`src/rtl/norm_shift_32_pkg.sv`:
```
// norm_shift_32_pkg: shared widths and pipeline valid-control encoding for the normalizer
package norm_shift_32_pkg;

    localparam int DATA_W    = 32;
    localparam int LZ_W      = 5;
    localparam int EXP_GUARD = 2;

    typedef struct packed {
        logic s1;
        logic s2;
    } vld_t;

    localparam vld_t VLD_EMPTY = '{s1: 1'b0, s2: 1'b0};

endpackage

```
`src/rtl/LZC_32.sv`:
```
// LZC_32: leading-zero count of a 32-bit word plus an all-zero flag
module LZC_32
    import norm_shift_32_pkg::*;
(
    input  logic [DATA_W-1:0] data,
    output logic [LZ_W-1:0]   count,
    output logic              zero
);

    // The highest set bit is visited last, so it determines the count.
    always_comb begin
        count = '0;
        for (int i = 0; i < DATA_W; i++)
            if (data[i]) count = LZ_W'(DATA_W - 1 - i);
    end

    assign zero = ~|data;

endmodule

```
`src/rtl/norm_shift_32.sv`:
```
// norm_shift_32: two-stage valid/ready left normalizer with exponent adjust
module norm_shift_32
    import norm_shift_32_pkg::*;
#(
    parameter int EXP_W = 8
) (
    input  logic                       CLK,
    input  logic                       RESET_n,
    input  logic                       in_valid,
    output logic                       in_ready,
    input  logic [DATA_W-1:0]          In,
    input  logic [EXP_W-1:0]           Exp_in,
    output logic                       out_valid,
    input  logic                       out_ready,
    output logic [DATA_W-1:0]          Out,
    output logic [EXP_W+EXP_GUARD-1:0] Exp_out,
    output logic [LZ_W-1:0]            Shift,
    output logic                       Zero,
    output logic                       Underflow
);

    localparam int EW = EXP_W + EXP_GUARD;

    vld_t              vld;
    logic              s1_take, s2_take;
    logic [LZ_W-1:0]   lz;
    logic              all_zero;
    logic [DATA_W-1:0] s1_data;
    logic [EXP_W-1:0]  s1_exp;
    logic [LZ_W-1:0]   s1_lz;
    logic              s1_zero;
    logic [DATA_W-1:0] lvl [LZ_W+1];
    logic [EW-1:0]     exp_adj;
    logic              exp_low;

    assign s2_take   = !vld.s2 | out_ready;
    assign s1_take   = !vld.s1 | s2_take;
    assign in_ready  = s1_take;
    assign out_valid = vld.s2;

    LZC_32 u_lzc (
        .data  (In),
        .count (lz),
        .zero  (all_zero)
    );

    assign lvl[0] = s1_data;
    for (genvar i = 0; i < LZ_W; i++) begin : g_shift
        assign lvl[i+1] = s1_lz[i] ? lvl[i] << (1 << i) : lvl[i];
    end

    // Guard bits make the difference a signed value that cannot wrap.
    assign exp_adj = {{EXP_GUARD{1'b0}}, s1_exp} - {{(EW-LZ_W){1'b0}}, s1_lz};
    assign exp_low = exp_adj[EW-1] | ~|exp_adj;

    always_ff @(posedge CLK or negedge RESET_n) begin
        if (!RESET_n) begin
            vld       <= VLD_EMPTY;
            s1_data   <= '0;
            s1_exp    <= '0;
            s1_lz     <= '0;
            s1_zero   <= 1'b0;
            Out       <= '0;
            Exp_out   <= '0;
            Shift     <= '0;
            Zero      <= 1'b0;
            Underflow <= 1'b0;
        end else begin
            if (s1_take) begin
                vld.s1 <= in_valid;
                if (in_valid) begin
                    s1_data <= In;
                    s1_exp  <= Exp_in;
                    s1_lz   <= lz;
                    s1_zero <= all_zero;
                end
            end
            if (s2_take) begin
                vld.s2 <= vld.s1;
                if (vld.s1) begin
                    Out       <= lvl[LZ_W];
                    Exp_out   <= s1_zero ? '0 : exp_adj;
                    Shift     <= s1_zero ? '0 : s1_lz;
                    Zero      <= s1_zero;
                    Underflow <= !s1_zero && exp_low;
                end
            end
        end
    end

endmodule

```
`config.mk`:
```
export PLATFORM = sky130hd
export DESIGN_NAME = norm_shift_32
export DESIGN_NICKNAME = d
export VERILOG_FILES = /design/src/rtl/norm_shift_32_pkg.sv /design/src/rtl/LZC_32.sv /design/src/rtl/norm_shift_32.sv
export SDC_FILE = /design/constraint.sdc
export NUM_CORES = 1
export LEC_CHECK = 0
export CORE_MARGIN = 4
export CORE_UTILIZATION = 55
export CTS_BUF_LIST = sky130_fd_sc_hd__clkbuf_4
export DETAILED_ROUTE_END_ITERATION = 6
export GPL_TIMING_DRIVEN = 0
export PLACE_DENSITY = 0.82
export SYNTH_ARGS = -nofsm -noshare
export SYNTH_HDL_FRONTEND = slang
export SYNTH_SLANG_ARGS = --single-unit
```
`constraint.sdc`:
```
create_clock -name CLK -period 2.6 [get_ports CLK]
set_input_delay 0.52 -clock CLK [delete_from_list [all_inputs] [get_ports CLK]]
set_output_delay 0.52 -clock CLK [all_outputs]
set_load 0.01 [all_outputs]
```
Word level (Yosys, flattened, before mapping):

Index checks and enable logic that the tools add are counted.

* register bits: 97
* input port bits: 44
* output and inout bits: 51
* word-level logic and storage cells: 64

* $add $sub $neg: 1
* multiplexer cells: 39
* bitwise gates (word level): 3
* reduce and logical (&&, ||, !) cells: 10

Operator list (count)
* $mux 5: 33
* $mux 32: 5
* $reduce_or 32->1: 1
* $mux 10: 1
* $reduce_or 10->1: 1
* $sub 8x5->9: 1
* $logic_not 1->1: 5
* $reduce_and 2->1: 2
* $or 1x1->1: 3
* $logic_and 1x1->1: 1

Longest topological paths before layout:

Gate-level depths: netlist of the first run.

* depth in word-level cells: 32
* mapped depth: 10
* mapped depth without buffers: 10

Hierarchy:

A second synthesis of the first run with hierarchy kept.

* cells, all modules: 589
* area, all modules: 5962.0 um^2

Modules (own cells, without submodules)
* norm_shift_32: times used 1, cells each 520, area each 5581.6 um^2, seq. area each 2402.3 um^2
* LZC_32: times used 1, cells each 69, area each 380.4 um^2, seq. area each 0.0 um^2

Worst setup path before layout of the first run:

Ideal clock, no wire load.

* path kind: reg-to-reg
* from: reg s1_lz[2]
* to: reg Underflow
* setup time: 0.126 ns
* arrival: 2.256 ns
* required time: 2.474 ns
* setup slack: 0.218 ns
* cell stages (with the launch flop): 11
* path buffers: 2
* clock period less this slack: 2.382 ns
* cells stage by stage: dfrtp_1 -> clkinv_1 -> buf_2 -> buf_1 -> ha_1 -> a21o_1 -> a21oi_1 -> nor2b_1 -> a21oi_1 -> nor4_1 -> a221o_1

* word-level cells in the longest chain between the ends: 5

RTL lines
* start: declaration: line norm_shift_32.sv:30 `logic [LZ_W-1:0] s1_lz;`
* start signal: assignment: line norm_shift_32.sv:74 `s1_lz <= lz;`
* $sub 8x5->9 (*): line norm_shift_32.sv:53 `assign exp_adj = {{EXP_GUARD{1'b0}}, s1_exp} - {{(EW-LZ_W){1'b0}}, s1_lz};`
* $reduce_or 10->1: line norm_shift_32.sv:54 `assign exp_low = exp_adj[EW-1] | ~|exp_adj;`
* $logic_not 1->1: line norm_shift_32.sv:54
* $or 1x1->1 (*): line norm_shift_32.sv:54
* $logic_and 1x1->1 (*): line norm_shift_32.sv:85 `Underflow <= !s1_zero && exp_low;`
* end signal: assignment: line norm_shift_32.sv:85
* end: declaration: line norm_shift_32.sv:19 `output logic Underflow`

Mark *: on every way between the ends. The rest lies on a longest branch, timed or not.
A chain may end at the register's enable or synchronous reset.

Worst setup path in the final report of the first run:

Same ends and word-level chain as after synthesis.

==> results.ini, run 1 <==
[run_status]
status = finished, final reports clean

[worst_setup_path]
cp.arrival_ns = 2.85
startpoint_type = flip-flop
critPathMaxFanout = 10
worstSetupEndpointType = flip-flop
worstPathRequired_ns = 2.96
critical_path_class = reg2reg

[sta]
finalMaxSlewViolations = 0
rsz0062_at_grt = yes
worst_pin_slew_ns = 0.626
relSlewSlack_pct = 58.3
finalSetupViolCount = 0
post-route-period-util_pct = 95.8
fin_skew_ns = 0.0112
fin_setup_tns_ns = 0
hold_viol_final = 0
finalCriticalPeriod_ns = 2.49
max_freq_mhz = 402

[layout]
area_growth_pct = 22.9
fin_util_pct = 69.9
fillers = 758
layout_common_cells = 96 x dfrtp_1, 96 x nand2_1, 93 x clkdlybuf4s50_1, 39 x mux2_2, 37 x nor2_1
diodes = 0
fin_nets = 704
drive_above_1_share_pct = 14.7

[logic_synthesis]
syn_inst = 549
synth_fp_nets = 599
synth-edff-count = 0
ys_warn_count = 0
ys_ff_latch = 96
ys_seq_area_share_pct = 42.8
syn_area_per_cell_um2 = 10.2
syn_area_mm2 = 0.00561
ys_types = 55
async_flop_share_pct = 100
ys.flop_type = dfrtp_1

[routing]
drcViolationCount = 0
wl_um = 15900
routedWlPerCell_um = 20.1
viasPerCell = 6.15
drt_iter0_drc = 300
drtPass1Iterations = 5
antenna_left = 0
dr_total_vias = 4862

[global_route]
grt_overflow_total = 0
grt_max_degree = 52
grt_antenna_before_repair = 0
grt_pass1_wl_um = 25700
grt_pass1_vias = 4774
grt.total_usage_pct = 28.3

[die]
die_w_um = 109
initial_core_util_pct = 56.9
core_area_mm2 = 0.00986
dieArea_mm2 = 0.0119
num_rows = 36
fp.dieH_um = 109
ios = 95

[power_and_ir_drop]
vdd_drop_max_v = 0.000338
p_leak_nw = 2.87
power_density_mw_per_mm2 = 690

[clock_network]
cts_buffers = 9
cts.clk_slew.worst_paths_ns = 0.14
clkLatencyLatePin_ns = 0.46
cts_max_path_buffers = 2
cts_tree = built
post_cts_buffers = 0
htree_levels = 3
postCtsHoldBufs = 0
cts_sinks = 96
root_buffer = clkbuf_4

[placed_design]
dpl.hpwl_um = 12500
portBuffers = 94
place_congestion = 0.917

[min_path]
hold_path_class = in2async

[run]
cap_viol_max_count = 0

[registers in the layout (all words and copies together), names as in the netlist]
| name | flops |
|---|---|
| Out | 32 |
| Underflow | 1 |
| out_valid | 1 |
| s1_lz | 5 |
| s1_exp | 8 |
| Exp_out | 9 |
| s1_data | 32 |
| s1_zero | 1 |
| Shift | 5 |
| vld | 1 |
| Zero | 1 |
[per-stage QoR]
stage | hold slack (ns) | power (mW) | instance area (µm²) | cells | setup slack, ns
after floorplan | 0.224 | 3.09 | 5610 | 549 | 0.218
after global placement | 0.461 | 3.91 | 6720 | 776 | -2.40
after detailed placement | 0.467 | 3.97 | 6740 | 777 | -0.302
after CTS | 0.0552 | 4.75 | 6880 | 791 | 0.00154
after global routing | 0.0820 | 5.02 | 6900 | 791 | -0.0172
final | 0.0357 | 4.76 | 6900 | 791 | 0.110
[cells in the mapped netlist (4+ instances only)]
cell      count  area (µm²)
inv_1        12        45.0
nand2_1      96         360
o31ai_1      12        90.1
o21ai_0      36         180
clkbuf_1     24        90.1
buf_2         7        35.0
mux4_2       21         473
nand3_1       9        45.0
a31oi_1       7        43.8
mux4_1        5         131
mux2i_1      19         190
nor4_1        8        50.1
nand2b_1      5        31.3
and3_1        8        50.1
dfrtp_1      96        2400
nor3_1        7        35.0
nor2_1       37         139
ha_1          5        62.6
xnor2_1       4        35.0
mux2_2       39         439
a21oi_1      22         110
a22o_1        8        70.1
[final cells by class]
cell class,count,area (µm²),share of cell area (%)
well taps,133,166,2.41
clock inverters,4,46.3,0.671
multi-input cells,401,2980,43.2
clock buffers,11,82.6,1.20
plain buffers,36,189,2.74
flip-flops and latches,96,2400,34.8
inverters,15,63.8,0.925
repair buffers,95,966,14.0
[what timing repair did]
item,in CTS,in global routing
resized for setup,4,7
gates cloned,0,0
setup endpoints to repair,5,5
[where the power goes]
group | switching [mW] | total [mW] | internal (mW)
clock network | 0.490 | 0.796 | 0.306
logic | 0.921 | 1.95 | 1.03
registers | 0.229 | 2.01 | 1.79
total | 1.64 | 4.76 | 3.12
[per-layer routing]
metal  GRT usage [%]  vias to the layer above  part of all wire [%]
met5               0                        -                     0
met4            10.6                        0                   2.8
met3            3.20                       33                   6.3
met2            45.6                      215                    48
met1            39.6                     2382                    43
li1                -                     2232                     -
[critical path: stages (launching register included)]
cell        delay [ns]
dfrtp_1           0.43
clkinvlp_4        0.18
buf_2             0.23
buf_4             0.21
ha_1              0.32
a21o_1            0.21
a21oi_2           0.20
nor2b_1           0.10
a21oi_1           0.12
nor4_1            0.07
a221o_1           0.32
[cells by family (layout without fill, tap and decap cells)]
logic type | Yosys count | in the layout | share of synthesized area, %
compound gates | 118 | 118 | 13.6
xor+xnor | 6 | 6 | 0.936
fa+ha+maj | 6 | 6 | 1.47
buf+inv | 52 | 161 | 4.33
flops | 96 | 96 | 42.8
mux | 85 | 85 | 22.2
simple gates | 186 | 186 | 14.7
[worst paths after layout]
kind / cells past startpoint / startpoint / slack [ns] / end
max reg2reg: 10 / s1_lz[2] / 0.11 / Underflow
min: 1 / RESET_n / 0.04 / Exp_out[5]
min in group CLK: 2 / Shift[3] / 0.50 / Shift[3]
min reg2reg: 2 / Shift[3] / 0.50 / Shift[3]
max in group asynchronous: 2 / RESET_n / 1.90 / s1_data[8]
max: 10 / s1_lz[2] / 0.11 / Underflow
Note: power is estimated with default switching activity, not from simulation.
==> run 2: changes to the inputs <==
--- a/config.mk
+++ b/config.mk
@@ -7,7 +7,8 @@
 export LEC_CHECK = 0
 export CORE_MARGIN = 4
 export CORE_UTILIZATION = 55
-export CTS_BUF_LIST = sky130_fd_sc_hd__clkbuf_4
+export CTS_BUF_LIST = sky130_fd_sc_hd__clkbuf_8
+export CTS_CLUSTER_SIZE = 16
 export DETAILED_ROUTE_END_ITERATION = 6
 export GPL_TIMING_DRIVEN = 0
 export PLACE_DENSITY = 0.82
==> run 2 against run 1 <==
Effect of this change: die area is the same; hold slack improved by 0.11 ns; combinational power about the same; core utilization is 0.60 points higher; clock skew is 0.0017 ns lower; clock power grew 21%; setup slack worse by 0.021 ns; register-to-register slack lost 0.02 ns; global-route usage increased by 0.21 points; largest power group unchanged.
==> results.ini, run 2 (synthesized netlist as in run 1, its figures left out) <==
[clock_network]
root_buffer = clkbuf_8
cts_sinks = 96  ; unchanged
cts_tree = built
postCtsHoldBufs = 0  ; unchanged
cts_buffers = 9  ; unchanged
cts_max_path_buffers = 2  ; unchanged
clkLatencyLatePin_ns = 0.37  ; -0.09 ns
htree_levels = 3  ; unchanged
post_cts_buffers = 0  ; unchanged
cts.clk_slew.worst_paths_ns = 0.09  ; -0.05 ns

[sta]
hold_viol_final = 0  ; unchanged
finalMaxSlewViolations = 0  ; unchanged
max_freq_mhz = 398  ; -0.83%
finalCriticalPeriod_ns = 2.51  ; +0.0208 ns
post-route-period-util_pct = 96.6  ; +0.80 points
fin_skew_ns = 0.00954  ; -0.00170 ns
relSlewSlack_pct = 59.0  ; +0.76 points
worst_pin_slew_ns = 0.615  ; -0.0114 ns
rsz0062_at_grt = yes
fin_setup_tns_ns = 0  ; unchanged
finalSetupViolCount = 0  ; unchanged

[die]
dieArea_mm2 = 0.0119  ; unchanged
die_w_um = 109  ; unchanged
fp.dieH_um = 109  ; unchanged
initial_core_util_pct = 56.9  ; unchanged
ios = 95  ; unchanged
num_rows = 36  ; unchanged
core_area_mm2 = 0.00986  ; unchanged

[power_and_ir_drop]
finalPower_mw = 4.93  ; +3.7%
comb_power_share_pct = 39.6  ; -1.3 points
p_sw_mw = 1.66  ; +1.5%
swShare_pct = 33.7  ; -0.74 points
power_frac_clock_pct = 19.5  ; +2.8 points
seqPwrFrac_pct = 40.9  ; -1.4 points
p_int_mw = 3.27  ; +4.9%
vdd_drop_max_v = 0.000337  ; -0.19%
p_leak_nw = 2.90  ; +1.1%
power_density_mw_per_mm2 = 710  ; +2.9%

[run]
cap_viol_max_count = 0  ; unchanged

[global_route]
grt_pass1_wl_um = 25900  ; +0.54%
grt_overflow_total = 0  ; unchanged
grt.total_usage_pct = 28.5  ; +0.21 points
grt_antenna_before_repair = 0  ; unchanged
grt_pass1_vias = 4808  ; +0.71%
grt_max_degree = 52  ; unchanged

[worst_setup_path]
startpoint_type = flip-flop
worstSetupEndpointType = flip-flop
cp.arrival_ns = 2.77  ; -0.08 ns
critPathMaxFanout = 10  ; unchanged
worstPathRequired_ns = 2.86  ; -0.10 ns
critical_path_class = reg2reg

[routing]
routedWlPerCell_um = 20.3  ; +0.96%
viasPerCell = 6.18  ; +0.51%
antenna_left = 0  ; unchanged
wl_um = 16000  ; +0.96%
drtPass1Iterations = 5  ; unchanged
dr_total_vias = 4887  ; +0.51%
drt_iter0_drc = 262  ; -13%
drcViolationCount = 0  ; unchanged

[layout]
drive_above_1_share_pct = 14.6  ; -0.15 points
fin_nets = 704  ; unchanged
area_growth_pct = 23.9
reg.largest.list = Out: 32 flops, s1_data: 32 flops, Exp_out: 9 flops
fillers = 755  ; -0.40%
diodes = 0  ; unchanged
layout_common_cells = 96 x dfrtp_1, 96 x nand2_1, 93 x clkdlybuf4s50_1, 39 x mux2_2, 37 x nor2_1

[run_status]
status = finished, final reports clean

[placed_design]
dpl.hpwl_um = 12500  ; unchanged
portBuffers = 94  ; unchanged
place_congestion = 0.917  ; unchanged

[min_path]
hold_path_class = in2async

[run 2: layer usage]
layer / global-route usage, % / vias up / wire (µm)
met5: 0 / - / 0
met4: 10.8 / 0 / 321
met3: 3.85 / 23 / 968
met2: 45.9 / 207 / 7740
met1: 39.4 / 2428 / 6990
li1: - / 2229 / -
[run 2: worst max-delay path, stage by stage, from the launching register on]
cell and delay, ns:
dfrtp_1 0.43, clkinvlp_4 0.19, buf_2 0.23, buf_4 0.21, ha_1 0.32, a21o_1 0.21, a21oi_2 0.19, nor2b_1 0.10
a21oi_1 0.12, nor4_1 0.08, a221o_1 0.32
[run 2: power by group through the flow]
stage	Combinational (mW)	Sequential (mW)	Clock (mW)
finish	1.95	2.02	0.963
floorplan	1.01	2.08	0
CTS	1.94	2.01	0.974
detailed placement	1.93	2.04	0
global route	2.12	2.06	1.02
global placement	1.89	2.02	0
[run 2: final timing paths]
check,startpoint,to,slack [ns],cells after the start
setup / recovery,s1_lz[2],Underflow,0.09,10
hold / removal,RESET_n,Exp_out[5],0.14,1
setup reg to reg,s1_lz[2],Underflow,0.09,10
hold reg to reg,Shift[3],Shift[3],0.48,2
max in group asynchronous,RESET_n,s1_data[10],1.80,2
min in group CLK,Shift[3],Shift[3],0.48,2
[run 2: repair_timing]
item / in CTS / in global routing
gates cloned: 0 / 0
setup endpoints to repair: 5 / 5
gates resized for setup: 4 / 7
pin swaps: 0 / 0
[run 2: area by class of cell]
type                       count  area (µm²)  share of cell area (%)
buffer                        36         189                    2.72
timing repair buffer          95         966                    13.9
clock buffer                  10         138                    1.98
sequential                    96        2400                    34.5
inverter                      15        63.8                   0.918
multi-input combinational    401        2980                    42.8
tap                          133         166                    2.39
clock inverter                 5        50.0                   0.720
[run 2: stage by stage]
stage	util [%]	worst slack, ns	hold WS (ns)	cells	instance area [µm²]
floorplan	-	0.218	0.224	549	5610
global placement	68.1	-2.40	0.461	776	6720
detailed placement	68.4	-0.302	0.467	777	6740
CTS	70.3	0.00236	0.160	791	6940
global route	70.5	-0.0167	0.191	791	6950
finish	70.5	0.0890	0.141	791	6950
